--- src/rtl/mem_arbiter_pkg.sv ---
// Shared definitions for the byte-wide RAM port arbiter: FSM states,
// access size codes, busy-bit positions and a beat-count helper.
package mem_arbiter_pkg;

    typedef enum logic [1:0] {
        ST_IDLE = 2'd0,
        ST_RD   = 2'd1,
        ST_WR   = 2'd2,
        ST_DONE = 2'd3
    } state_t;

    localparam logic [1:0] SZ_B = 2'd0;
    localparam logic [1:0] SZ_H = 2'd1;
    localparam logic [1:0] SZ_W = 2'd2;

    localparam int BUSY_ANY = 0;
    localparam int BUSY_MEM = 1;

    localparam int BYTES_PER_WORD = 4;

    // Index of the final beat for a size code; code 3 behaves like a word.
    function automatic logic [1:0] last_beat(input logic [1:0] size);
        case (size)
            SZ_B:    return 2'd0;
            SZ_H:    return 2'd1;
            default: return 2'd3;
        endcase
    endfunction

endpackage

--- src/rtl/mem_arbiter_byte_asm.sv ---
// mem_byte_assembler: collects read bytes into a little-endian word.
// Each lane has its own write enable; the whole word clears when a new
// access is accepted, so short loads come out zero-extended.
module mem_byte_assembler
    import mem_arbiter_pkg::*;
(
    input  logic        i_clk,
    input  logic        i_rst_n,
    input  logic        i_clear,
    input  logic        i_we,
    input  logic [1:0]  i_lane,
    input  logic [7:0]  i_byte,
    output logic [31:0] o_word_next
);

    genvar gi;
    generate
        for (gi = 0; gi < BYTES_PER_WORD; gi++) begin : g_lane
            logic       w_lane_we;
            logic [7:0] w_lane_next;
            logic [7:0] r_lane;

            assign w_lane_we   = i_we && (i_lane == 2'(gi));
            assign w_lane_next = i_clear   ? 8'h00 :
                                 w_lane_we ? i_byte : r_lane;
            assign o_word_next[8*gi +: 8] = w_lane_next;

            // Lane register: cleared on accept, loaded when its byte arrives.
            always_ff @(posedge i_clk or negedge i_rst_n) begin
                if (!i_rst_n) begin
                    r_lane <= 8'h00;
                end else begin
                    r_lane <= w_lane_next;
                end
            end
        end
    endgenerate

endmodule

--- src/rtl/mem_arbiter.sv ---
// mem_arbiter: sole owner of the byte-wide RAM port, shared between the
// instruction-fetch requester (word reads) and the MEM stage (1/2/4-byte
// loads and stores). MEM wins ties; arbitration only happens in IDLE.
// Optional build macro IO_BUF_STALL_EN adds io_buffer_full_in, which holds
// write beats aimed at the IO region (addr[17:16] == IO_HI).
module mem_arbiter
    import mem_arbiter_pkg::*;
#(
    parameter int         ADDR_W = 32,
    parameter logic [1:0] IO_HI  = 2'b11
) (
    input  logic              clk_in,
    input  logic              rst_n_in,
    input  logic              if_read_in,
    input  logic [ADDR_W-1:0] if_addr_in,
    output logic              if_load_done_out,
    output logic [31:0]       if_data_out,
    input  logic              mem_req_in,
    input  logic              mem_wr_in,
    input  logic [1:0]        mem_size_in,
    input  logic [ADDR_W-1:0] mem_addr_in,
    input  logic [31:0]       mem_wdata_in,
    output logic              mem_done_out,
    output logic [31:0]       mem_rdata_out,
    output logic [1:0]        busy_state_out,
    input  logic [7:0]        ram_din_in,
    output logic [7:0]        ram_dout_out,
    output logic [ADDR_W-1:0] ram_a_out,
    output logic              ram_wr_out
`ifdef IO_BUF_STALL_EN
    ,
    input  logic              io_buffer_full_in
`endif
);

    state_t            r_state;
    logic              r_req_mem;
    logic              r_drain;
    logic              r_wr;
    logic              r_rd_pend;
    logic [1:0]        r_beat;
    logic [1:0]        r_last;
    logic [1:0]        r_rd_idx;
    logic [1:0]        r_busy_state;
    logic [ADDR_W-1:0] r_ram_a;
    logic [7:0]        r_ram_dout;
    logic [31:0]       r_wdata;
    logic [31:0]       r_if_data;
    logic [31:0]       r_mem_rdata;

    logic              w_accept_mem;
    logic              w_accept_if;
    logic              w_accept;
    logic              w_io_full;
    logic              w_stall;
    logic [1:0]        w_next_beat;
    logic [31:0]       w_word_next;

`ifdef IO_BUF_STALL_EN
    assign w_io_full = io_buffer_full_in;
`else
    assign w_io_full = 1'b0;
`endif

    assign w_accept_mem = (r_state == ST_IDLE) && mem_req_in;
    assign w_accept_if  = (r_state == ST_IDLE) && !mem_req_in && if_read_in;
    assign w_accept     = w_accept_mem || w_accept_if;
    // A held IO write keeps its address/data on the bus but not the strobe.
    assign w_stall      = w_io_full && (r_ram_a[17:16] == IO_HI);
    assign w_next_beat  = r_beat + 2'd1;

    // Main FSM plus the address/data beat registers driving the RAM port.
    always_ff @(posedge clk_in or negedge rst_n_in) begin
        if (!rst_n_in) begin
            r_state      <= ST_IDLE;
            r_req_mem    <= 1'b0;
            r_drain      <= 1'b0;
            r_wr         <= 1'b0;
            r_beat       <= 2'd0;
            r_last       <= 2'd0;
            r_busy_state <= 2'b00;
            r_ram_a      <= '0;
            r_ram_dout   <= 8'h00;
            r_wdata      <= 32'h0;
        end else begin
            case (r_state)
                ST_IDLE: begin
                    if (w_accept) begin
                        r_req_mem              <= w_accept_mem;
                        r_ram_a                <= w_accept_mem ? mem_addr_in : if_addr_in;
                        r_last                 <= w_accept_mem ? last_beat(mem_size_in) : last_beat(SZ_W);
                        r_wdata                <= mem_wdata_in;
                        r_beat                 <= 2'd0;
                        r_drain                <= 1'b0;
                        r_busy_state[BUSY_ANY] <= 1'b1;
                        r_busy_state[BUSY_MEM] <= w_accept_mem;
                        if (w_accept_mem && mem_wr_in) begin
                            r_state    <= ST_WR;
                            r_wr       <= 1'b1;
                            r_ram_dout <= mem_wdata_in[7:0];
                        end else begin
                            r_state    <= ST_RD;
                        end
                    end
                end
                ST_RD: begin
                    if (!r_drain) begin
                        if (r_beat == r_last) begin
                            r_drain <= 1'b1;
                        end else begin
                            r_beat  <= w_next_beat;
                            r_ram_a <= r_ram_a + ADDR_W'(1);
                        end
                    end else begin
                        r_state <= ST_DONE;
                    end
                end
                ST_WR: begin
                    if (!w_stall) begin
                        if (r_beat == r_last) begin
                            r_wr    <= 1'b0;
                            r_state <= ST_DONE;
                        end else begin
                            r_beat     <= w_next_beat;
                            r_ram_a    <= r_ram_a + ADDR_W'(1);
                            r_ram_dout <= r_wdata[{w_next_beat, 3'b000} +: 8];
                        end
                    end
                end
                ST_DONE: begin
                    r_state      <= ST_IDLE;
                    r_busy_state <= 2'b00;
                end
            endcase
        end
    end

    // Read pipeline: remember which lane the RAM byte arriving next cycle belongs to.
    always_ff @(posedge clk_in or negedge rst_n_in) begin
        if (!rst_n_in) begin
            r_rd_pend <= 1'b0;
            r_rd_idx  <= 2'd0;
        end else begin
            r_rd_pend <= (r_state == ST_RD) && !r_drain;
            r_rd_idx  <= r_beat;
        end
    end

    mem_byte_assembler u_asm (
        .i_clk       (clk_in),
        .i_rst_n     (rst_n_in),
        .i_clear     (w_accept),
        .i_we        (r_rd_pend),
        .i_lane      (r_rd_idx),
        .i_byte      (ram_din_in),
        .o_word_next (w_word_next)
    );

    // Result registers: loaded as the last byte lands so data is valid with done, then held.
    always_ff @(posedge clk_in or negedge rst_n_in) begin
        if (!rst_n_in) begin
            r_if_data   <= 32'h0;
            r_mem_rdata <= 32'h0;
        end else if ((r_state == ST_RD) && r_drain) begin
            if (r_req_mem) begin
                r_mem_rdata <= w_word_next;
            end else begin
                r_if_data   <= w_word_next;
            end
        end
    end

    assign if_load_done_out = (r_state == ST_DONE) && !r_req_mem;
    assign mem_done_out     = (r_state == ST_DONE) &&  r_req_mem;
    assign if_data_out      = r_if_data;
    assign mem_rdata_out    = r_mem_rdata;
    assign busy_state_out   = r_busy_state;
    assign ram_a_out        = r_ram_a;
    assign ram_dout_out     = r_ram_dout;
    assign ram_wr_out       = r_wr && !w_stall;

endmodule

--- config.mk ---
export PLATFORM = sky130hd
export DESIGN_NAME = mem_arbiter
export DESIGN_NICKNAME = d
export VERILOG_FILES = /design/src/rtl/mem_arbiter_pkg.sv /design/src/rtl/mem_arbiter_byte_asm.sv /design/src/rtl/mem_arbiter.sv
export SDC_FILE = /design/constraint.sdc
export NUM_CORES = 1
export LEC_CHECK = 0
export CORE_ASPECT_RATIO = 1.2
export CORE_MARGIN = 2
export CORE_UTILIZATION = 50
export DETAILED_ROUTE_END_ITERATION = 8
export PLACE_DENSITY = 0.88
export SLEW_MARGIN = 20
export SYNTH_ARGS = -nofsm -noshare
export SYNTH_HDL_FRONTEND = slang
export SYNTH_HIERARCHICAL = 1
export SYNTH_SLANG_ARGS = --single-unit
export TNS_END_PERCENT = 20
--- constraint.sdc ---
create_clock -name clk_in -period 2.9 [get_ports clk_in]
set_input_delay 0.58 -clock clk_in [delete_from_list [all_inputs] [get_ports clk_in]]
set_output_delay 0.58 -clock clk_in [all_outputs]
set_load 0.01 [all_outputs]
Word level (Yosys, flattened, before mapping)
Index checks and enable logic that the tools add are counted.

Bits in registers: 182. Input bits: 111. Output and inout bits: 109. Logic and storage cells: 106.

Add/sub/neg operators: 2. Eq/ne operators: 14. Shift operators: 1. Mux-type cells: 38. Bitwise operators: 1. Reduce and logical (&&, ||, !) cells: 32.

Operators by type and width (count): 32-bit 2-to-1 mux (4); 32-bit one-hot mux with 3 select lines (1); 8-bit 2-to-1 mux (11); 32-bit by 1-bit adder with 32-bit output (second input constant) (1); 32-bit by 6-bit indexed part select with 8-bit output (1); 2-bit 2-to-1 mux (9); 8-bit one-hot mux with 2 select lines (1); 1-bit logical AND (12); 2-bit AND reduction (5); 2-bit == test (second input constant) (4); 2-bit != test (second input constant) (4); 2-bit one-hot mux with 2 select lines (2); 2-bit one-hot mux with 4 select lines (1); 4-bit AND reduction (2); 2-bit by 1-bit == test with 1-bit output (second input constant) (3); 2-bit zero test (3); 1-bit 2-to-1 mux (6); 2-bit one-hot mux with 3 select lines (1); 3-bit AND reduction (2); 2-bit nonzero test (3); 2-bit by 1-bit != test with 1-bit output (second input constant) (2); 1-bit one-hot mux with 2 select lines (2); 1-bit zero test (3); 3-bit nonzero test (1); 4 further kinds (4).

Logic depth before layout (Yosys ltp)
Word-level depth: 6. Gate-level depth with buffers: 9. Depth with buffers taken out: 7.

Cells and area by module
Netlist, hierarchy kept.

By module, submodules not included: mem_arbiter (instances 1, cells an instance 739, area an instance 7357.1 um2, sequential area each 3753.6 um2); mem_byte_assembler (instances 1, cells an instance 116, area an instance 1443.9 um2, sequential area each 800.8 um2).

Least setup slack after synthesis
No wires, ideal clock.

Path kind: reg-to-reg. Start point: register r_state[0]. End point: register r_mem_rdata[31] (netlist: mem_rdata_out[31]). Setup time: 125 ps. Arrival time: 2101 ps. Data required time: 2775 ps. Setup slack: 674 ps. Cell stages (with the launch flop): 10. Path buffers: 2. Clock period less this slack: 2226 ps. Cells stage by stage: dfrtp_1 > inv_1 > ha_1 > clkbuf_1 > nand2_1 > o21ai_0 > clkbuf_1 > nand2b_1 > mux2i_1 > mux2_2.

Cells in the longest elaborated chain, start to end: 5. Elaborated cells between the ends (all ways): 9. Classes of those cells: eq/ne: 1; mux: 1; reduce/logical: 7.

RTL lines: start: declaration (RTL line mem_arbiter.sv:36) `state_t r_state;`; start signal: assignment (RTL line mem_arbiter.sv:75) `r_state <= ST_IDLE;`; start signal: assignment (RTL line mem_arbiter.sv:98) `r_state <= ST_WR;`; start signal: assignment (RTL line mem_arbiter.sv:102) `r_state <= ST_RD;`; 2-bit zero test * (RTL line mem_arbiter.sv:65, mem_arbiter.sv:66); 1-bit logical AND (2 in series) (RTL line mem_arbiter.sv:66) `assign w_accept_if = (r_state == ST_IDLE) && !mem_req_in && if_read_in;`; 1-bit logical OR * (RTL line mem_arbiter.sv:67) `assign w_accept = w_accept_mem || w_accept_if;`; net w_accept (RTL line mem_arbiter.sv:53) `logic w_accept;`; 8-bit 2-to-1 mux * (RTL line mem_arbiter_byte_asm.sv:24) `assign w_lane_next = i_clear ? 8'h00 :`; net w_word_next[31] (RTL line mem_arbiter.sv:57) `logic [31:0] w_word_next;`; end signal: assignment (RTL line mem_arbiter.sv:166) `r_mem_rdata <= w_word_next;`; end: declaration (RTL line mem_arbiter.sv:49) `logic [31:0] r_mem_rdata;`.

Mark *: on every way through the listed nets, which the timed path passes. The rest lies on a longest branch. A chain may end at the register's enable or synchronous reset.

Worst setup path in the final report
Start point: register r_state[0]. End point: register r_if_data[13] (netlist: if_data_out[13]).

Cells in the longest elaborated chain, start to end: 5. Elaborated cells between the ends (all ways): 9. Classes of those cells: eq/ne: 1; mux: 1; reduce/logical: 7.

RTL lines: 2-bit zero test * (RTL line mem_arbiter.sv:65, mem_arbiter.sv:66); 1-bit logical AND (2 in series) (RTL line mem_arbiter.sv:66); 1-bit logical OR * (RTL line mem_arbiter.sv:67); net w_accept (RTL line mem_arbiter.sv:53); 8-bit 2-to-1 mux * (RTL line mem_arbiter_byte_asm.sv:24); net w_word_next[13] (RTL line mem_arbiter.sv:57); end signal: assignment (RTL line mem_arbiter.sv:168) `r_if_data <= w_word_next;`; end: declaration (RTL line mem_arbiter.sv:48) `logic [31:0] r_if_data;`.

Marks and branches as above.

==> results.txt <==
----------------------------------------------------
[Status]
  Outcome ... completed

[Finish]
  Number of nets at the end of the flow ... 1182
  Util after Layout ... 68.2%
  Area of the multi-input gates ... 4000 um^2
  Register Area ... 4550 um^2
  Most common library cell in the layout ignoring fill and taps ... sky130_fd_sc_hd__clkdlybuf4s50_1
  Design area ... 11800 um^2
  Fraction of layout cells with a size suffix above 1 ... 13.2%
  Highest-count cells in the layout ignoring fill and taps ... sky130_fd_sc_hd__clkdlybuf4s50_1 (218), sky130_fd_sc_hd__dfrtp_1 (182), sky130_fd_sc_hd__nand2_1 (159)
  Antenna diode count ... 0
  Count of fill cells added during filler insertion ... 1304
  Area growth from synthesis to layout ... 34.6%

[Route]
  Vias ... 7326
  Routed wire length ... 23300 um
  Routed wire per std cell ... 17.9 um
  Post-route antenna net violation count ... 0
  DRC violations left ... 0
  TritonRoute pass-1 iters ... 5
  Via-to-Cell Ratio ... 5.65
  Count of routing violations after the opening detailed-route iteration ... 549

[Clock tree]
  Clock Tree Root ... sky130_fd_sc_hd__clkbuf_16
  Number of buffers added for setup after CTS ... 0
  CTS tree ... yes
  Source-to-sink clock delay at the later pin of the worst-skew pair ... 0.44 ns
  Inserted Clock Buffers ... 17
  Hold buffer count at cts ... 0
  Clock transition at the register clock pins on the worst setup and hold paths after CTS ... 0.07 ns
  Clock tree sinks ... 182
  Post_cts resized ... 0
  Longest Clk Path Bufs ... 2
  Count of H-tree levels built during CTS ... 4

[Global route]
  Global Route Usage Sum ... 25.5%
  Met2 routing resource usage after global routing ... 43.3%
  Pin count of the biggest net entering global routing ... 65
  GR peak layer ... met2
  Antenna violations before repair ... 0
  Routing usage on met3 ... 5.49%
  Routing usage on met1 ... 32.2%
  Number of global-route vias before repair ... 7212
  Global-route wire length before repair ... 37600 um
  GRT Residual Overflow ... 0

[Logic synthesis]
  Post-Synthesis Net Count ... 972
  Main flop type after synthesis ... sky130_fd_sc_hd__dfrtp_1
  Asr flop ratio synth ... 100%
  Number of instances in the synthesized netlist ... 855
  Sequential cell area fraction in the yosys report ... 51.7%
  Simple logic cell fraction of the synthesized area ... 19.3%
  Mux contribution to synthesized area ... 16.9%
  Flops & latches, synth ... 182
  Warnings, synthesis ... 6
  Number of enable-type register cells in the synthesized netlist ... 0
  Adder-cell area share of the yosys netlist ... 0.853%
  Compound-gate portion of the synthesized area ... 8.06%
  XOR/XNOR Fraction of Synth Area ... 0.199%
  Unique cell type count in the Yosys netlist ... 62
  Cell area after technology mapping ... 8800 um^2
  Mean post-synth cell area ... 10.3 um^2
  Largest family of logic cells by synthesized area ... simple AND/OR/NAND/NOR gates

[Timing]
  Unrepaired setup endpoints after global routing ... no
  Fmax ... 0.399 GHz
  Minimum clock period after layout ... 2.51 ns
  Fin Setup TNS ... 0 ns
  Crit share post-route ... 86.5%
  Final Hold Viols ... 0
  Slew at the pin with the worst max-slew slack ... 0.905 ns
  Final worst setup slack ... 0.391 ns
  Final number of max-transition violations ... 0
  Worst max-slew margin expressed relative to the limit ... 39.7%
  Number of setup violations in the final report ... 0
  Final setup skew ... 0.00938 ns

[Worst setup path]
  Data arrival at the endpoint of the critical path ... 2.83 ns
  CP cell instances ... inv_1, ha_1, nand2_1, o21ai_2, buf_4, nand2b_1, mux2i_1, mux2_2
  Startpoint kind of the worst setup timing path ... flop
  Library cell contributing the largest single delay on the critical path ... sky130_fd_sc_hd__o21ai_2
  Largest stage delay on the critical path ... 0.70 ns
  Worst Path Class, Setup ... flop to flop
  Required @ worst endpoint ... 3.22 ns
  Largest fanout on the critical path ... 26
  Category of the worst setup path capture point ... flop

[Place]
  Area post-placement ... 11200 um^2
  # port buffers ... 219
  Post-place setup slack ... 0.0861 ns
  Hpwl dp ... 16500 um
  Final weighted congestion of routability-driven global placement ... 0.940

[Floorplanning]
  Vertical die dimension ... 149 um
  Number of core rows ... 53
  Effective utilization at floorplan ... 50.7%
  Total I/O pin count ... 220
  Die boundary width ... 125 um
  Core Area ... 17400 um^2
  Die Footprint ... 18700 um^2

[Pwr]
  Max VDD drop ... 0.570 mV
  P_leak ... 5.30 nW
  Total Power ... 13.4 mW
  Pwr dens ... 1130 nW/um^2

[Worst hold path]
  Type of the tightest min-delay check ... input port to asynchronous set/reset pin

[Job]
  Reported max-cap violation count ... 0

----------------------------------------------------
## registers in the layout (all words and copies together), names as in the netlist
| signal | cells |
|---|---|
| r_state | 2 |
| r_req_mem | 1 |
| r_drain | 1 |
| u_asm/g_lane.r_lane | 32 |
| ram_a_out | 32 |
| r_last | 2 |
| ram_wr_out | 1 |
| mem_rdata_out | 32 |
| r_rd_idx | 2 |
| busy_state_out | 2 |
| r_wdata | 32 |
| r_rd_pend | 1 |
| if_data_out | 32 |
| ram_dout_out | 8 |
| r_beat | 2 |
## per-layer routing
layer	up-vias	share of wire (%)
met2	268	52
met3	46	5.2
met4	0	2.6
met1	3621	41
li1	3391	-
met5	-	0
## Yosys cell counts, drive strengths merged (2+ instances only)
library cell  count  share of area (%)
mux2             65                8.3
o221a             2               0.26
xor2              2               0.20
nand4            13                1.0
a2bb2oi           2               0.20
nand3b            4               0.34
nand4b            2               0.20
and2              4               0.28
o21ai            20                1.2
mux2i            57                6.5
o311a             2               0.23
nor4              7               0.50
mux4              8                2.0
nor2b             5               0.36
dfrtp           182                 52
a31o              2               0.20
buf              16                1.1
nor2             87                3.7
a21oi            38                2.2
nand2           159                6.8
clkbuf           35                1.5
o211ai            2               0.17
nand2b           41                2.9
nand3            20                1.1
inv               7               0.30
o22ai            20                1.4
a22oi             3               0.26
and3              6               0.45
ha                6               0.85
nor3              6               0.34
nor4b             2               0.20
or3               3               0.27
and4              5               0.50
a31oi             5               0.36
## critical path: cells and delay by family, from the launching register on
family | cells | cell delay (ns)
simple gates | 2 | 0.22
flops | 1 | 0.42
compound gates | 1 | 0.70
buf+inv | 2 | 0.45
fa+ha+maj | 1 | 0.19
mux | 2 | 0.42
## cell families after synthesis
logic type / after synthesis
buffers and inverters: 58
xor gates and xnor gates: 2
DFF: 182
AOI/OAI and AO/OA: 109
adders and majority gates: 6
and+or+nand+nor: 368
muxes: 130
## path summary, 6_finish.rpt
kind,startpoint,to,slack [ns],cells after the start
max,r_state[0],if_data_out[13],0.39,8
min reg2reg,r_wdata[17],r_wdata[17],0.47,2
max in group asynchronous,rst_n_in,mem_rdata_out[11],2.05,2
max reg2reg,r_state[0],if_data_out[13],0.39,8
min,rst_n_in,mem_rdata_out[1],0.13,1
min in group clk_in,r_wdata[17],r_wdata[17],0.47,2
## area by class of cell
type	count	share of cell area, %
sequential	182	38.4
multi-input combinational	615	33.7
timing repair buffer	242	20.1
clock buffer	19	3.74
tap	220	2.32
clock inverter	12	1.49
inverter	7	0.222
## power breakdown
part,internal [mW],switching (mW)
logic,3.08,3.24
registers,3.68,0.905
clock network,1.46,0.982
total,8.23,5.13
## metrics by stage
step           std cells  hold WS [ns]
2_1_floorplan        855         0.284
3_3_place_gp        1266         0.454
3_5_place_dp        1266         0.460
4_1_cts             1297         0.151
5_1_grt             1297         0.178
6_report            1297         0.135
Note: power is estimated with default switching activity, not from simulation.
